--- src/rtl/dual_input_debouncer.sv ---
// Two-channel synchronizer + debouncer: each raw input passes a 2-flop synchronizer and
// a stability filter, producing a clean level plus registered rise/fall pulses.

module debounce_channel #(
  parameter int DEBOUNCE_CYCLES = 16,
  parameter int CNT_W           = 5
) (
  input  logic clk,
  input  logic rst,
  input  logic raw,
  output logic level,
  output logic rise,
  output logic fall
);

  typedef enum logic {STABLE = 1'b0, PENDING = 1'b1} state_t;

  localparam logic [CNT_W-1:0] LAST = CNT_W'(DEBOUNCE_CYCLES - 1);

  state_t           state;
  logic             s1;
  logic             s2;
  logic [CNT_W-1:0] cnt;

  // cnt counts synced cycles that disagree with level; it is always 0 in STABLE, so the
  // same acceptance compare works from either state (including DEBOUNCE_CYCLES == 1).
  always_ff @(posedge clk or posedge rst) begin
    if (rst) begin
      state <= STABLE;
      s1    <= 1'b0;
      s2    <= 1'b0;
      cnt   <= '0;
      level <= 1'b0;
      rise  <= 1'b0;
      fall  <= 1'b0;
    end else begin
      s1   <= raw;
      s2   <= s1;
      rise <= 1'b0;
      fall <= 1'b0;
      case (state)
        STABLE: begin
          if (s2 != level) begin
            if (cnt == LAST) begin
              level <= s2;
              rise  <= s2;
              fall  <= ~s2;
              cnt   <= '0;
            end else begin
              cnt   <= cnt + 1'b1;
              state <= PENDING;
            end
          end
        end
        PENDING: begin
          if (s2 == level) begin
            cnt   <= '0;
            state <= STABLE;
          end else if (cnt == LAST) begin
            level <= s2;
            rise  <= s2;
            fall  <= ~s2;
            cnt   <= '0;
            state <= STABLE;
          end else begin
            cnt <= cnt + 1'b1;
          end
        end
        default: begin
          cnt   <= '0;
          state <= STABLE;
        end
      endcase
    end
  end

endmodule

module dual_input_debouncer #(
  parameter int DEBOUNCE_CYCLES = 16,
  parameter int CNT_W           = 5
) (
  input  logic CLK,
  input  logic RST,
  input  logic RAW_A,
  input  logic RAW_B,
  output logic A,
  output logic B,
  output logic A_RISE,
  output logic A_FALL,
  output logic B_RISE,
  output logic B_FALL
);

  // Channels share only clock and reset; no state crosses between them.
  debounce_channel #(
    .DEBOUNCE_CYCLES(DEBOUNCE_CYCLES),
    .CNT_W          (CNT_W)
  ) u_chan_a (
    .clk  (CLK),
    .rst  (RST),
    .raw  (RAW_A),
    .level(A),
    .rise (A_RISE),
    .fall (A_FALL)
  );

  debounce_channel #(
    .DEBOUNCE_CYCLES(DEBOUNCE_CYCLES),
    .CNT_W          (CNT_W)
  ) u_chan_b (
    .clk  (CLK),
    .rst  (RST),
    .raw  (RAW_B),
    .level(B),
    .rise (B_RISE),
    .fall (B_FALL)
  );

endmodule

--- config.mk ---
export PLATFORM = sky130hd
export DESIGN_NAME = dual_input_debouncer
export DESIGN_NICKNAME = d
export VERILOG_FILES = /design/src/rtl/dual_input_debouncer.sv
export SDC_FILE = /design/constraint.sdc
export NUM_CORES = 1
export LEC_CHECK = 0
export ABC_AREA = 1
export ABC_CLOCK_PERIOD_IN_PS = 2600
export CAP_MARGIN = 20
export CORE_MARGIN = 1
export CORE_UTILIZATION = 43
export CTS_CLUSTER_DIAMETER = 200
export DETAILED_ROUTE_END_ITERATION = 6
export SLEW_MARGIN = 10
export SYNTH_ARGS = -nofsm -noshare
export SYNTH_HDL_FRONTEND = slang
export SYNTH_SLANG_ARGS = --single-unit
--- constraint.sdc ---
create_clock -name CLK -period 2.6 [get_ports CLK]
set_input_delay 0.26 -clock CLK [delete_from_list [all_inputs] [get_ports CLK]]
set_output_delay 0.26 -clock CLK [all_outputs]
set_load 0.01 [all_outputs]
==> key figures, run 1 <==
Outcome
  – Status: finished clean

Critical path
  – Crit Path Max Fanout: 4
  – CP endpoint kind: primary output
  – CP Buf/Inv Count: 1
  – CP max stage delay: around 0.56 ns
  – CP max stage cell: clkdlybuf4s50_1
  – CP arrival: 1.27 ns
  – Startpoint Class: flop
  – Crit Path Category: reg -> out
  – Cell Chain, Critical Path: clkdlybuf4s50_1
  – Crit path required time: 2.34 ns
  – Crit-path leading delay family: buffers and inverters

STA
  – Fin crit period: between 1.5 and 2 ns
  – Final setup viols: 0
  – Setup TNS: 0 ns
  – RSZ-0062 raised after global routing: no
  – Achievable Freq: 0.652 GHz
  – Slew Viols, Final: 0
  – Final hold vios: 0
  – Hold_ws: ~0.37 ns
  – Worst clock skew: 0.00589 ns
  – Worst-Margin Slew: 0.785 ns
  – Slew headroom: a little under half
  – Period utilisation layout: 59.0%

Synth
  – Most area-consuming cells after synthesis: dfrtp_1 58%, nand2_1 13%, nor2_4 4.7%
  – Post-synthesis sequential area ratio: 57.5%
  – Syn. warnings: 0
  – Synth Register Bits: 22
  – Syn Inst Count: 100
  – Biggest area consumer among synthesized cells: dfrtp_1
  – Share of the synthesized area in the top cell type: a little under three fifths
  – Syn_area_per_cell: 9.57 µm²
  – Post-Syn Area: 957 µm²
  – Distinct cells, synth: 19
  – Net Count, Synth: 106

Placement
  – DP Wirelength: 1.01 mm
  – Routability cong.: 0.798
  – Port bufs: 9

GRT
  – Grt total ovfl: 0
  – Vias in the first global route: 596
  – Total track usage: 13.7%
  – Largest net degree at the start of global routing: 23
  – First-pass GRT wire length: ~2.5 mm
  – Antenna violations before repair: 0

Route
  – Antenna viol nets, final: 0
  – Final wirelength: 1.38 mm
  – DR WL/cell: about 10 µm
  – Total number of vias: between 600 and 700
  – DR iter-0 viols: 10
  – First drt pass iteration count: 4
  – Drt drc: 0
  – Vias per Instance: 4.63

Min path
  – Worst min-delay path class: reg -> reg

Cells and area
  – Commonest non-fill, non-tap cell in the layout: nand2_1
  – Share of post-route cells with drive strength above 1: 16.8%
  – Final nets: 120
  – Layout area overhead: 16.7%
  – Diode count: 0
  – Most frequent cells in the layout: 32 x nand2_1, 22 x dfrtp_1, 10 x inv_1

Clock tree
  – CTS Hold Bufs: 0
  – Clk root buf: clkbuf_4
  – TritonCTS Buffers: 3
  – Clk sinks: 22
  – Post-cts resize count: 0
  – Clk buf depth: 2
  – Reg clk slew, reported paths: 0.11 ns
  – CTS tree: yes
  – Htree depth: 1
  – Postcts setup bufs: 0
  – Worst skew pair latency: 0.30 ns

Floorplan
  – Die height: 49.2 µm
  – Die area: between 2000 and 2500 µm²
  – Starting Density: 47.3%
  – Core area: 2020 µm²
  – I/O Pins: 10
  – Die width: 49.2 µm
  – Num rows: 16

Power and ir drop
  – Leakage: 0.000549 µW
  – Pwr Density: between 600 and 700 nW/µm²
  – Maximum vdd ir drop: 0.420 mV

Run
  – Maxcap violations: 0
==> worst reg2reg max path: cells and delay by family (launching register included) <==
family / cells / cell delay (ns)
adder cells (fa/ha/maj): 1 / 0.23
flip-flops: 1 / 0.43
AND/OR/NAND/NOR: 5 / 0.44
==> cell families (layout without fill, tap and decap cells) <==
kind of cell | count (synthesis) | after routing | synth area share (%)
buf+inv | 12 | 25 | 4.71
flops | 22 | 22 | 57.5
xor+xnor | 1 | 1 | 0.915
simple gates | 58 | 58 | 31.4
compound gates | 5 | 5 | 2.88
fa+ha+maj | 2 | 2 | 2.61
==> final timing paths <==
path / from / slack (ns) / endpoint / depth (start not counted)
max: u_chan_b.level / 1.07 / B / 1
min: u_chan_b.s1 / 0.37 / u_chan_b.s2 / 0
max reg2reg: u_chan_a.cnt[0] / 1.40 / u_chan_a.cnt[0] / 6
min reg2reg: u_chan_b.s1 / 0.37 / u_chan_b.s2 / 0
max in group asynchronous: RST / 1.71 / u_chan_a.cnt[4] / 2
min in group asynchronous: RST / 0.40 / u_chan_a.level / 2
==> per-layer routing <==
metal	vias to the layer above	global-route usage, %	wire length (µm)	part of all wire (%)
li1	340	-	-	-
met1	292	18.1	697	51
met2	14	20.1	584	42
met3	2	5.92	78	5.7
met4	0	4.41	15	1.1
met5	-	0	0	0
==> cells in the mapped netlist (all sizes together) <==
| library cell | instances |
|---|---|
| nand4 | 2 |
| a21boi | 1 |
| nand2 | 37 |
| inv | 12 |
| dfrtp | 22 |
| nand3 | 10 |
| nor4 | 1 |
| or2 | 1 |
| o21ai | 4 |
| xnor2 | 1 |
| ha | 2 |
| nor2 | 7 |
==> metrics by stage <==
step / instances / utilization (%) / power (µW) / instance area, µm² / worst slack, ns
6_report: 140 / 55.3 / 741 / 1120 / 1.07
5_1_grt: 140 / 55.3 / 797 / 1120 / 0.991
4_1_cts: 140 / 55.3 / 751 / 1120 / 1.06
3_5_place_dp: 136 / 53.5 / 571 / 1080 / 1.29
3_3_place_gp: 136 / 53.5 / 565 / 1080 / 1.30
2_1_floorplan: 100 / - / 535 / 957 / 1.47
==> registers in the layout, summed over array words and instances (netlist names) <==
register and flops:
u_chan_a.cnt 5, u_chan_a.fall 1, u_chan_a.level 1, u_chan_a.rise 1
u_chan_a.s1 1, u_chan_a.s2 1, u_chan_a.state 1, u_chan_b.cnt 5
u_chan_b.fall 1, u_chan_b.level 1, u_chan_b.rise 1, u_chan_b.s1 1
u_chan_b.s2 1, u_chan_b.state 1
==> where the power goes <==
part | switching (µW) | leakage, µW | internal (µW)
Clock | 94.5 | 0.0000210 | 85.4
Combinational | 65.2 | 0.000242 | 57.3
Sequential | 52.6 | 0.000286 | 386
==> cell type report <==
cell class                 instances  area [µm²]
clock buffer                       4        36.3
fill                             193         905
multi-input combinational         66         362
tap                               27        33.8
sequential                        22         551
inverter                          12        45.0
timing repair buffer               9        90.1
Note: power is estimated with default switching activity, not from simulation.
==> run 2, diff against run 1 <==
--- a/config.mk
+++ b/config.mk
@@ -6,12 +6,13 @@
 export NUM_CORES = 1
 export LEC_CHECK = 0
 export ABC_AREA = 1
-export ABC_CLOCK_PERIOD_IN_PS = 2600
+export ABC_CLOCK_PERIOD_IN_PS = 1260
 export CAP_MARGIN = 20
 export CORE_MARGIN = 1
 export CORE_UTILIZATION = 43
 export CTS_CLUSTER_DIAMETER = 200
 export DETAILED_ROUTE_END_ITERATION = 6
+export PLACE_DENSITY = 0.66
 export SLEW_MARGIN = 10
 export SYNTH_ARGS = -nofsm -noshare
 export SYNTH_HDL_FRONTEND = slang
==> constraint.sdc (replaced) <==
create_clock -name CLK -period 1.26 [get_ports CLK]
set_input_delay 0.126 -clock CLK [delete_from_list [all_inputs] [get_ports CLK]]
set_output_delay 0.126 -clock CLK [all_outputs]
set_load 0.01 [all_outputs]
==> run 2 against run 1 <==
Net effect: power grew 140%; sequential cell count is the same; sequential power grew 110%; critical endpoint is now u_chan_a.cnt[0]; routed wire length grew 12%; clock power grew to 3.0 times the previous value; combinational power grew to 2.7 times the previous value; die area is the same; register-to-register slack lost 1.3 ns; core utilization grew 3.3 points; setup slack lost 0.99 ns; highest routed layer is now met3; sequential share of layout area shrank 2.8 points.
==> key figures, run 2 (same netlist as run 1, synthesis figures left out) <==
Critical path
  – CP arrival: 1.39 ns
  – Startpoint Class: flop
  – Crit Path Max Fanout: 4
  – CP endpoint kind: flop
  – Crit path required time: about 1.5 ns
  – Crit Path Category: reg -> reg

Placement
  – DP Area: 1100 µm²
  – DP Wirelength: 1.10 mm
  – Port bufs: 9
  – Routability cong.: a little under 0.8
  – Placed instance count: between 100 and 150

Floorplan
  – I/O Pins: 10
  – Die area: 2420 µm²
  – Die height: 49.2 µm
  – Num rows: 16
  – Starting Density: 47.3%
  – Die width: roughly 49 µm
  – Core area: between 2000 and 2500 µm²

Cells and area
  – Share of post-route cells with drive strength above 1: 21.8%
  – Fill cell count: roughly 180
  – Most frequent cells in the layout: 32 x nand2_1, 22 x dfrtp_1, 10 x inv_1
  – Storage cell area: 551 µm²
  – Finished Core Util: 58.5%
  – Final nets: 126
  – Fin area: 1180 µm²
  – Commonest non-fill, non-tap cell in the layout: nand2_1
  – Area of the multi-input gates: 374 µm²
  – Layout area overhead: 23.7%
  – Biggest regs: u_chan_a.cnt x5, u_chan_b.cnt x5
  – Diode count: 0
  – Fin cells: around 150

Min path
  – Worst min-delay path class: in -> async

STA
  – Final hold vios: 0
  – Worst clock skew: between 0.006 and 0.007 ns
  – Period utilisation layout: 94.2%
  – Fin crit period: approximately 1.2 ns
  – Slew Viols, Final: 0
  – Final setup viols: 0
  – Achievable Freq: about 0.84 GHz
  – Worst-Margin Slew: 0.272 ns
  – Slew headroom: 81.9%

Clock tree
  – Clk sinks: 22
  – Worst skew pair latency: 0.30 ns
  – TritonCTS Buffers: 3
  – Clk buf depth: 2
  – CTS tree: yes
  – Clk root buf: clkbuf_4
  – CTS Hold Bufs: 0
  – Htree depth: 1
  – Reg clk slew, reported paths: 0.13 ns

Route
  – Drt drc: 0
  – Final wirelength: 1.54 mm
  – First drt pass iteration count: 4
  – Total number of vias: 697
  – Antenna viol nets, final: 0
  – DR WL/cell: 10.6 µm
  – Vias per Instance: around 4.8
  – DR iter-0 viols: 8

GRT
  – First-pass GRT wire length: 2.73 mm
  – Vias in the first global route: around 680
  – Antenna violations before repair: 0
  – Grt total ovfl: 0
  – Largest net degree at the start of global routing: 23
  – Total track usage: 14.5%

Power and ir drop
  – Pwr Density: 1500 nW/µm²
  – P_sw: 488 µW
  – Final Power: about 1800 µW
  – Maximum vdd ir drop: approximately 0.88 mV
  – Seq pwr share: 51.3%
  – Clock power frac: between 30% and 40%
  – Internal power: 1280 µW
  – Leakage: 0.000614 µW
  – Combinational share of power: 18.4%
  – Switching portion of total power: 27.6%

Run
  – Maxcap violations: 0

Outcome
  – Status: finished clean
[run 2: cell count changes in the layout (fill, tap and decap cells not counted)]
cell             previous run  this run
buf_4                       0         6
clkdlybuf4s50_1             9         3
bufinv_16                   0         1
ha_1                        2         1
dlygate4sd2_1               0         6
ha_4                        0         1
clkbuf_8                    1         0
[run 2: worst paths after layout]
| check | endpoint | startpoint | cells after the start | slack [ns] |
|---|---|---|---|---|
| max in group asynchronous | u_chan_a.cnt[0] | RST | 3 | 0.91 |
| setup reg to reg | u_chan_a.cnt[0] | u_chan_a.cnt[1] | 6 | 0.07 |
| setup / recovery | u_chan_a.cnt[0] | u_chan_a.cnt[1] | 6 | 0.07 |
| hold / removal | u_chan_b.s2 | RST | 3 | 0.13 |
| min in group CLK | u_chan_a.s1 | RAW_A | 1 | 0.25 |
| hold reg to reg | u_chan_a.s2 | u_chan_a.s1 | 0 | 0.37 |
[run 2: what timing repair did]
action,CTS,global route
setup endpoints to repair,6,3
buffers inserted,2,2
resized for setup,6,2
cloned,0,0
pin swaps,0,2
[run 2: final cells by class]
cell class                 count  area share, %
inverter                      12           3.81
clock buffer                   3           1.90
sequential                    22           46.5
clock inverter                 1           2.54
tap                           27           2.85
multi-input combinational     66           31.6
timing repair buffer          15           10.8
[run 2: power by group through the flow]
stage	Clock (µW)	Combinational, µW	Sequential [µW]
finish	537	326	909
global route	581	380	919
CTS	547	287	901
detailed placement	0	282	916
global placement	0	269	911
floorplan	0	205	899
[run 2: metrics by stage]
step / hold WS, ns / TNS (ns) / setup WS (ns)
detailed placement: 0.344 / 0 / 0.0801
CTS: 0.139 / 0 / 0.0470
floorplan: 0.115 / 0 / 0.134
global placement: 0.334 / 0 / 0.119
finish: 0.134 / 0 / 0.0726
global route: 0.181 / -0.0439 / -0.0191
[run 2: per-layer routing]
metal  routed length, µm  part of all wire (%)  up-vias  global-route usage [%]
met5                   0                     0        -                       0
met4                   0                     0        0                    2.94
met3                  30                   1.9        0                    2.80
met2                 777                    50        6                    24.9
met1                 734                    48      339                    18.9
li1                    -                     -      352                       -
[run 2: critical path, cell delays in order (launching register included)]
cell	delay [ns]
dfrtp_1	0.44
ha_4	0.17
nand3_2	0.11
nor2_4	0.20
nor2_4	0.06
nand2_1	0.06
nand2_1	0.05
